### config.mk
export PLATFORM = sky130hd
export DESIGN_NAME = serial_cmp_ctrl
export DESIGN_NICKNAME = d
export VERILOG_FILES = /design/src/rtl/cmp_pkg.sv /design/src/rtl/cmp_bit_cell.sv /design/src/rtl/serial_cmp_ctrl.sv
export SDC_FILE = /design/constraint.sdc
export NUM_CORES = 1
export LEC_CHECK = 0
export CAP_MARGIN = 20
export CORE_AREA = 2 2 49 51
export DETAILED_ROUTE_END_ITERATION = 10
export DIE_AREA = 0 0 51 53
export PLACE_DENSITY = 0.79
export RECOVER_POWER = 100
export SLEW_MARGIN = 10
export SYNTH_ARGS = -nofsm -noshare
export SYNTH_HDL_FRONTEND = slang
export SYNTH_SLANG_ARGS = --single-unit
### constraint.sdc
create_clock -name clk -period 1.21 [get_ports clk]
set_clock_uncertainty 0.05 [all_clocks]
set_input_delay 0.242 -clock clk [delete_from_list [all_inputs] [get_ports clk]]
set_output_delay 0.242 -clock clk [all_outputs]
set_load 0.05 [all_outputs]
### src/rtl/cmp_pkg.sv
// Shared types for the bit-serial magnitude comparator.
// Latency: n/a (types only).
// Backpressure: n/a (types only).
package cmp_pkg;

   typedef enum logic [1:0] {
      ST_IDLE = 2'd0,
      ST_RUN  = 2'd1,
      ST_DONE = 2'd2
   } cmp_state_t;

   typedef struct packed {
      logic gt;
      logic eq;
      logic lt;
   } cmp_res_t;

   localparam cmp_res_t RES_NONE = '0;

endpackage

### src/rtl/cmp_bit_cell.sv
// One-bit greater/equal cascade cell, walked MSB first.
// Latency: combinational.
// Backpressure: none; evaluated whenever the sequencer presents a bit.
// Ports: a/b operand bits, e_in/g_in running state in, e_out/g_out running state out.
module cmp_bit_cell (
   input  logic a,
   input  logic b,
   input  logic e_in,
   input  logic g_in,
   output logic e_out,
   output logic g_out
);

   // Only a bit seen while all higher bits were equal can decide "greater".
   assign g_out = g_in | (e_in & a & ~b);
   assign e_out = e_in & ~(a ^ b);

endmodule

### src/rtl/serial_cmp_ctrl.sv
// Bit-serial magnitude comparator sequencer: walks a/b MSB->LSB through one cascade cell.
// Latency: WIDTH clocks from accept to out_valid (k+1 on a difference at MSB index k when EARLY_EXIT).
// Backpressure: result held in DONE until out_ready; in_ready is low while RUN or stalled in DONE.
// Ports: clk/rst (async, active high); in_valid/in_ready/a/b operand handshake; abort cancels RUN;
//        out_valid/out_ready/gt/eq/lt result handshake; busy high in RUN; bits_used bits processed.
module serial_cmp_ctrl
   import cmp_pkg::*;
#(
   parameter int WIDTH      = 4,
   parameter int EARLY_EXIT = 0
) (
   input  logic                       clk,
   input  logic                       rst,
   input  logic                       in_valid,
   output logic                       in_ready,
   input  logic [WIDTH-1:0]           a,
   input  logic [WIDTH-1:0]           b,
   input  logic                       abort,
   output logic                       out_valid,
   input  logic                       out_ready,
   output logic                       gt,
   output logic                       eq,
   output logic                       lt,
   output logic                       busy,
   output logic [$clog2(WIDTH+1)-1:0] bits_used
);

   localparam int IW = $clog2(WIDTH);
   localparam int BW = $clog2(WIDTH+1);

   cmp_state_t       state, state_nxt;
   logic [WIDTH-1:0] a_q, b_q;
   logic [IW-1:0]    idx;
   logic             e_q, g_q;
   logic             e_nxt, g_nxt;
   logic             accept;
   logic             last_bit;
   cmp_res_t         res;

   cmp_bit_cell u_cell (
      .a     (a_q[idx]),
      .b     (b_q[idx]),
      .e_in  (e_q),
      .g_in  (g_q),
      .e_out (e_nxt),
      .g_out (g_nxt)
   );

   assign accept   = in_valid & in_ready;
   assign last_bit = (idx == '0);

   // State register
   always_ff @(posedge clk or posedge rst) begin
      if (rst) state <= ST_IDLE;
      else     state <= state_nxt;
   end

   // Next-state logic; abort wins over completion in RUN.
   always_comb begin
      state_nxt = state;
      case (state)
         ST_IDLE: if (in_valid) state_nxt = ST_RUN;
         ST_RUN: begin
            if (abort)
               state_nxt = ST_IDLE;
            else if (last_bit || ((EARLY_EXIT != 0) && !e_nxt))
               state_nxt = ST_DONE;
         end
         ST_DONE: begin
            // Consuming the result and accepting new operands can share one edge.
            if (out_ready) state_nxt = in_valid ? ST_RUN : ST_IDLE;
         end
         default: state_nxt = ST_IDLE;
      endcase
   end

   // Outputs decode from registered state only, so they stay glitch-free while held.
   always_comb begin
      in_ready  = 1'b0;
      out_valid = 1'b0;
      busy      = 1'b0;
      res       = RES_NONE;
      case (state)
         ST_IDLE: in_ready = 1'b1;
         ST_RUN:  busy     = 1'b1;
         ST_DONE: begin
            in_ready  = out_ready;
            out_valid = 1'b1;
            res.gt    = g_q;
            res.eq    = e_q;
            res.lt    = ~g_q & ~e_q;
         end
         default: ;
      endcase
   end

   assign gt = res.gt;
   assign eq = res.eq;
   assign lt = res.lt;

   // Datapath: operand capture, cascade state, bit index and bit counter.
   always_ff @(posedge clk or posedge rst) begin
      if (rst) begin
         a_q       <= '0;
         b_q       <= '0;
         e_q       <= 1'b1;
         g_q       <= 1'b0;
         idx       <= '0;
         bits_used <= '0;
      end else if (accept) begin
         a_q       <= a;
         b_q       <= b;
         e_q       <= 1'b1;
         g_q       <= 1'b0;
         idx       <= IW'(WIDTH-1);
         bits_used <= '0;
      end else if (state == ST_RUN) begin
         if (abort) begin
            bits_used <= '0;
         end else begin
            e_q       <= e_nxt;
            g_q       <= g_nxt;
            // Wraps after the LSB; harmless because RUN is left on that edge.
            idx       <= idx - IW'(1);
            bits_used <= bits_used + BW'(1);
         end
      end
   end

endmodule

# Word-level counts from Yosys, hierarchy flattened
# Cells that the tools add are included.
# W data, S select, Z words.
[totals]
ff_bits = 17
latch_bits = 0
memories = 0
ram_bits = 0
elab_cells = 58
rom_bits = 0
[op_classes]
div_mod_pow = 0
multipliers = 0
bitwise = 11
shifts = 0
n_eq_ne = 6
magnitude_cmp = 1
reduce_logical = 5
addsub = 2
muxes = 26
[op_table]
columns = ["operator", "n"]
rows = [
  ["$mux W2", 7],
  ["$mux W3", 4],
  ["$mux W1", 11],
  ["$pmux W2 S3", 1],
  ["$and A1 B1 Y1", 5],
  ["$bmux W1 S2", 2],
  ["$logic_not A2 Y1", 2],
  ["$ne A2 B2 Y1 const B", 2],
  ["$not A1 Y1", 4],
  ["$add A3 B1 Y3 const B", 1],
  ["$lt A2 B3 Y1 const B", 1],
  ["$ne A3 B3 Y1 const B", 1],
  ["$reduce_and A3 Y1", 1],
  ["$eq A2 B1 Y1 const B", 1],
  ["$eq A2 B2 Y1 const B", 1],
  ["$ne A2 B1 Y1 const B", 1],
  ["$pmux W1 S2", 1],
  ["$reduce_and A2 Y1", 1],
  ["$reduce_bool A2 Y1", 1],
  ["$sub A2 B1 Y2 const B", 1],
  ["$or A1 B1 Y1", 1],
  ["$xor A1 B1 Y1", 1],
]

# Depth between registers and ports, before layout
# Gate-level depths: netlist of run 1.
[depth]
ltp_word = 8
mapped_depth = 5
depth_no_buf = 4

# Hierarchy
# A second synthesis of run 1 with hierarchy kept.
[hier_totals]
cells_unflattened = 70
area_unflattened_um2 = 874.6
[by_module_without_submodules]
columns = ["module", "instances", "seq_area_each_um2", "area_per_inst_um2", "cells_each"]
rows = [
  ["serial_cmp_ctrl", 1, 426.7, 848.3, 66],
  ["cmp_bit_cell", 1, 0.0, 26.3, 4],
]

# Least setup slack after synthesis of run 1
# No wires, ideal clock.
[synth_path]
path_kind = "reg-to-output"
from = "reg state[0]"
to = "out lt"
slack_ns = -0.767
path_stages_with_launch = 4
arrival_ns = 1.685
n_path_buf = 0
cell_sequence = "dfrtp_1 -> inv_1 -> nand2_1 -> nor3_1"
[synth_via]
elab_chain_cells = 2
[synth_rtl]
columns = ["item", "line", "source"]
rows = [
  ["start: declaration", "serial_cmp_ctrl.sv:31", "cmp_state_t state, state_nxt;"],
  ["start signal: assignment", "serial_cmp_ctrl.sv:55", "else state <= state_nxt;"],
  ["$eq A2 B2 Y1", "serial_cmp_ctrl.sv:83", "case (state)"],
  ["$mux W3", "serial_cmp_ctrl.sv:83", ""],
  ["end: declaration", "serial_cmp_ctrl.sv:23", "output logic lt,"],
]
# Every way passes these cells.

# Worst setup path after layout of run 1
[layout_path]
from = "reg e_q"
to = "out eq"
[layout_via]
elab_chain_cells = 1
[layout_rtl]
columns = ["item", "line", "source"]
rows = [
  ["start: declaration", "serial_cmp_ctrl.sv:34", "logic e_q, g_q;"],
  ["start signal: assignment", "serial_cmp_ctrl.sv:121", "e_q <= e_nxt;"],
  ["$mux W3", "serial_cmp_ctrl.sv:83", ""],
  ["end: declaration", "serial_cmp_ctrl.sv:22", "output logic eq,"],
]
# Every way passes these cells.

==> impl_metrics.csv, run 1 <==
group,metric,value,unit
pwr,vdd_drop_max,0.00138,V
critical_path,cp-end-kind,"output pin",
detailed_routing,wl,2020,µm
detailed_routing,routed.top_layer,"met4",
cells_and_area,num_antenna_cells,0,
detailed_routing,drt.antenna.violating_nets,0,
yosys,synthSimpleGateAreaFrac,0.123,
yosys,ys_seq_area_frac,0.475,
clock_tree,htreeDepth,1,
detailed_routing,drtIter0Drc,2,
grt,grt_max_degree,18,
grt,grt_overflow_total,0,
clock_tree,cts.path.max_buffers,2,
floorplan,core-area,0.00215,mm²
detailed_routing,first_pass_iters,3,
pwr,switching_share,0.387,
grt,grt_pass1_vias,735,
floorplan,start_util,0.418,
floorplan,ios,22,
pwr,p_per_area,2130,mW/mm²
cells_and_area,most-common-layout-cells,"clkdlybuf4s50_1 (12), dfrtp_1 (11), buf_4 (11)",
floorplan,die_x,51,µm
clock_tree,cts-hold-fix-buffers,0,
detailed_routing,routedWlPerCell,13.6,µm
yosys,synth_top_cell_by_area,"dfrtp_1",
yosys,yosys-top-cells-area,"dfrtp_1 (45%), mux2_2 (6.3%), mux2_4 (5.0%)",
cells_and_area,layout.nets,136,
clock_tree,clock_latency,0.29,ns
detailed_routing,vias_per_cell,5.07,
floorplan,die_area,0.00270,mm²
detailed_routing,drc_errors,0,
timing,rsz0062_at_grt,"yes",
yosys,synthCells,78,
detailed_routing,wl_met1,796,µm
clock_tree,clock-sinks,17,
grt,grt_pass1_wl,3130,µm
placed_design,pre_cts_slack,-0.429,ns
critical_path,arrival,1.17,ns
pwr,clock_power_share,0.091,
timing,period_share,1.20,
timing,relSlewSlack,0.395,
pwr,p_int,2020,µW
pwr,combinationalPowerShare,0.593,
placed_design,placed_cell_area,0.00132,mm²
status,violations,"negative setup slack",
floorplan,die_y,53,µm
cells_and_area,drive_gt1_frac,0.592,
timing,hold_viol_final,0,
pwr,total_leakage_power,0.000701,µW
cells_and_area,syn2layout_area_growth,72.4,%
yosys,syn_area,898,µm²
cells_and_area,fillers,134,
timing,finalSetupTns,-3.62,ns
detailed_routing,vias,751,
grt,antenna_found_initial,0,
critical_path,worstPathRequired,0.92,ns
detailed_routing,wl_met2,1070,µm
critical_path,critPathKind,"reg2out",
timing,slew_violations,0,
pwr,p_switching,1280,µW
worst_hold_path,min-delay-path-class,"in2async",
grt,grtUsageTotal,0.161,
timing,period_minus_slack,1.46,ns
flow_run,max_cap_violations,0,
timing,setup_viol,22,
yosys,synth-seq-cells,17,
floorplan,row_count,17,
timing,setup_ws,-0.247,ns
yosys,synth_top_family_by_area,"compound AO/OA/AOI/OAI gates",
yosys,synth_xor_area_frac,0.0487,
cells_and_area,final_common_cell,"clkdlybuf4s50_1",
status,status,"finished with violations",
yosys,synthMuxAreaShare,0.113,
yosys,syn_area_per_cell,11.5,µm²
timing,fmax,0.686,GHz
critical_path,worstPathMaxFanout,3,
clock_tree,cts-buffers-inserted,3,
timing,worst_slew_pin_slew,0.907,ns
clock_tree,root_buffer,"clkbuf_4",
pwr,p_seq_frac,0.316,
yosys,syn_nets,93,
cells_and_area,final_cell_area,0.00155,mm²
placed_design,io_buffer_count,21,
placed_design,hpwlAfterDp,1320,µm
detailed_routing,wl_met3,75,µm
critical_path,start_kind,"register",
yosys,yosys_warnings,0,
yosys,synth_compound_gate_area_share,0.146,
placed_design,globalplace.congestion,0.710,
yosys,synth_top_area_frac,0.446,
yosys,synth_adder_area_share,0.0279,
clock_tree,cts_tree,"built",
clock_tree,clk_pin_slew,0.10,ns
yosys,synthDistinctLibCells,34,
-- power groups by stage --
stage | Sequential (µW) | Clock (µW) | Combinational [µW]
after detailed placement | 1030 | 0 | 1440
final | 1040 | 299 | 1960
after CTS | 1040 | 300 | 1720
after floorplan | 1070 | 0 | 836
after global routing | 1080 | 334 | 2100
after global placement | 1020 | 0 | 1400
-- worst max-delay path, cell delays in order, from the launching register on --
cell and delay [ns]:
dfstp_2 0.57, inv_2 0.05, nor2_4 0.11, buf_12 0.14
-- through the flow --
| step | total power (µW) | util | hold slack [ns] | std cells |
|---|---|---|---|---|
| floorplan | 1900 | - | 0.117 | 78 |
| global route | 3510 | 0.721 | 0.495 | 148 |
| global placement | 2420 | 0.614 | 0.483 | 132 |
| detailed placement | 2470 | 0.614 | 0.490 | 132 |
| finish | 3300 | 0.721 | 0.454 | 148 |
| CTS | 3060 | 0.683 | 0.207 | 142 |
-- flip-flops by register name, indices dropped and copies added, names as in the netlist --
name,count
a_q,4
b_q,4
bits_used,3
e_q,1
g_q,1
idx,2
state,2
-- final timing paths --
path	start	endpoint	slack, ns	depth (start not counted)
max in group asynchronous	rst	idx[1]$_DFFE_PP0P_	0.03	3
max reg2reg	state[1]$_DFFE_PP0P_	a_q[0]$_DFFE_PP0P_	-0.19	4
min reg2reg	a_q[2]$_DFFE_PP0P_	a_q[2]$_DFFE_PP0P_	0.51	1
min	rst	b_q[3]$_DFFE_PP0P_	0.45	3
max	e_q$_DFFE_PP1P_	eq	-0.25	3
min in group clk	a[1]	a_q[1]$_DFFE_PP0P_	0.51	2
-- area by class of cell --
type,instances,area [µm²],share of cell area
well taps,28,35.0,0.0226
repair buffers,40,490,0.317
clock buffers,3,22.5,0.0145
flip-flops and latches,17,433,0.279
clock inverters,1,5.00,0.00323
multi-input cells,49,520,0.336
inverters,10,42.5,0.0275
-- metal layers --
| layer | vias up | track usage |
|---|---|---|
| li1 | 363 | - |
| met1 | 357 | 0.171 |
| met2 | 23 | 0.297 |
| met3 | 8 | 0.0141 |
| met4 | 0 | 0.117 |
| met5 | - | 0 |
-- cells in the mapped netlist, drive strengths merged --
library cell / count
a21oi: 2
inv: 10
nand2: 7
o211ai: 2
a22o: 1
dfstp: 1
xnor2: 4
and3: 1
a31oi: 1
a311oi: 1
buf: 2
o21a: 1
nor2b: 1
or2: 1
nor2: 2
o21ai: 3
xor2: 1
ha: 2
o311ai: 1
nand2b: 1
dfrtp: 16
nor3b: 2
a32o: 2
a2bb2oi: 1
o2bb2ai: 1
nor3: 1
nand3: 1
mux2: 8
and2: 1
-- timing repair --
item | 4_1_cts | 5_1_grt
endpoints found under the setup margin | 21 | 24
gates resized for setup | 22 | 11
pin swaps | 7 | 6
buffers inserted | 5 | 7
cloned | 1 | 0
hold endpoints to repair | 0 | 0
-- cells by family (layout without fill, tap and decap cells) --
group,Yosys count,count (layout)
AO/OA/AOI/OAI,16,16
XOR/XNOR,5,5
adder cells (fa/ha/maj),2,2
buffers and inverters,12,54
flip-flops,17,17
multiplexers,8,8
AND/OR/NAND/NOR,18,18
Power figures use the tool's default switching activity.
==> run 2: changes to the inputs <==
SETUP_SLACK_MARGIN = 0.1   (was unset)
==> impl_metrics.csv, run 2 (synthesis gave the netlist of run 1 again) <==
group,metric,value,unit
status,status,"finished with violations",
status,violations,"negative setup slack",
floorplan,row_count,17,
timing,period_share,1.25,
critical_path,start_kind,"register",
placed_design,hpwlAfterDp,1450,µm
timing,fmax,0.662,GHz
timing,period_minus_slack,1.51,ns
detailed_routing,wl,2100,µm
timing,relSlewSlack,0.715,
pwr,vdd_drop_max,0.00115,V
pwr,switching_share,0.381,
timing,slew_violations,0,
cells_and_area,num_antenna_cells,0,
placed_design,globalplace.congestion,0.753,
timing,finalSetupTns,-5.04,ns
floorplan,ios,22,
cells_and_area,layout.nets,139,
critical_path,path_depth,4,
pwr,total_leakage_power,0.000697,µW
clock_tree,clk_pin_slew,0.09,ns
pwr,p_seq_frac,0.336,
cells_and_area,final_cell_area,0.00152,mm²
cells_and_area,final_cells,151,
clock_tree,clock_latency,0.29,ns
grt,grt_pass1_wl,3520,µm
floorplan,die_y,53,µm
pwr,p_per_area,2050,mW/mm²
detailed_routing,drtIter0Drc,2,
critical_path,cp.buffers_inverters,3,
clock_tree,cts_tree,"built",
flow_run,max_cap_violations,0,
clock_tree,root_buffer,"clkbuf_4",
cells_and_area,final_common_cell,"buf_4",
grt,antenna_found_initial,0,
critical_path,worstPathMaxFanout,3,
detailed_routing,vias_per_cell,4.99,
critical_path,worstPathRequired,0.92,ns
detailed_routing,vias,753,
timing,setup_viol,23,
placed_design,placed_cell_area,0.00135,mm²
timing,setup_ws,-0.301,ns
critical_path,cp_top_family,"flip-flops",
critical_path,cp-end-kind,"output pin",
critical_path,worstPathCellList,"inv_2, buf_4, o21a_4, buf_12",
grt,grt_max_degree,10,
cells_and_area,utilization,0.705,
clock_tree,cts-hold-fix-buffers,0,
cells_and_area,syn2layout_area_growth,68.7,%
timing,hold_viol_final,0,
clock_tree,htreeDepth,1,
pwr,clock_power_share,0.098,
clock_tree,cts.path.max_buffers,2,
grt,grt_pass1_vias,831,
clock_tree,cts-buffers-inserted,3,
critical_path,critPathKind,"reg2out",
critical_path,arrival,1.22,ns
critical_path,slowest_stage,"dfrtp_1",
pwr,p_switching,1180,µW
worst_hold_path,min-delay-path-class,"in2async",
clock_tree,clock-sinks,17,
grt,grtUsageTotal,0.178,
floorplan,core-area,0.00215,mm²
floorplan,die_area,0.00270,mm²
cells_and_area,most-common-layout-cells,"buf_4 (16), dfrtp_1 (14), clkdlybuf4s50_1 (11)",
placed_design,io_buffer_count,21,
cells_and_area,drive_gt1_frac,0.512,
cells_and_area,largestRegisters,"a_q x4, b_q x4, bits_used x3",
floorplan,die_x,51,µm
critical_path,cpPeakStageDelay,0.41,ns
placed_design,dp_cells,135,
pwr,p_int,1920,µW
pwr,combinationalPowerShare,0.566,
grt,grt_overflow_total,0,
detailed_routing,routedWlPerCell,13.9,µm
detailed_routing,first_pass_iters,4,
critical_path,reg2reg_depth,6,
floorplan,start_util,0.418,
timing,worst_slew_pin_slew,0.428,ns
detailed_routing,drt.antenna.violating_nets,0,
timing,rsz0062_at_grt,"yes",
detailed_routing,drc_errors,0,
==> run 2: cell count changes in the layout (fill, tap and decap cells not counted), sizes merged <==
cell,before,now
buf,27,28
clkinvlp,0,1
inv,10,9
clkdlybuf4s50,12,11
dlygate4sd3,0,1
clkbuf,4,7
clkinv,1,0
==> run 2: final cells by class <==
class	instances	area, µm²
fillers	165	633
flip-flops and latches	17	429
inverters	10	41.3
well taps	28	35.0
clock buffers	4	26.3
repair buffers	43	487
multi-input cells	49	497
==> run 2: routing by layer <==
layer | part of all wire | vias up | track usage
met4 | 0.015 | 0 | 0.0946
met2 | 0.54 | 26 | 0.338
met3 | 0.040 | 2 | 0.0198
met1 | 0.41 | 363 | 0.193
met5 | 0 | - | 0
li1 | - | 362 | -
==> run 2: stage by stage <==
step	total power, µW	worst slack [ns]	hold slack (ns)
after floorplan	1940	-0.134	0.117
after global placement	2450	-0.407	0.449
after detailed placement	2520	-0.462	0.459
after CTS	3110	-0.303	0.130
after global routing	3290	-0.349	0.290
final	3100	-0.301	0.271
==> run 2: power groups by stage <==
stage | logic [µW] | registers [µW] | clock network, µW
after floorplan | 856 | 1080 | 0
after global placement | 1430 | 1020 | 0
after detailed placement | 1480 | 1050 | 0
after CTS | 1750 | 1040 | 318
after global routing | 1880 | 1070 | 341
final | 1760 | 1040 | 305
==> run 2: final timing paths <==
path	slack, ns	end	startpoint
max	-0.30	in_ready	state[1]$_DFFE_PP0P_
min	0.27	idx[1]$_DFFE_PP0P_	rst
max reg2reg	-0.27	bits_used[2]$_DFFE_PP0P_	state[1]$_DFFE_PP0P_
min reg2reg	0.47	e_q$_DFFE_PP1P_	e_q$_DFFE_PP1P_
max in group asynchronous	0.19	b_q[1]$_DFFE_PP0P_	rst
min in group clk	0.47	e_q$_DFFE_PP1P_	e_q$_DFFE_PP1P_
==> run 2: what timing repair did <==
action,in CTS,in global routing
hold endpoints to repair,0,0
gates resized for setup,15,5
pin swaps,8,3
setup buffers,10,1
endpoints found under the setup margin,26,26
gates cloned,1,0
==> run 3: changes to the inputs <==
GPL_ROUTABILITY_DRIVEN = 0   (was unset)
==> results of run 3 <==
Same layout as run 2: the final DEF is identical, and so are final timing and power.
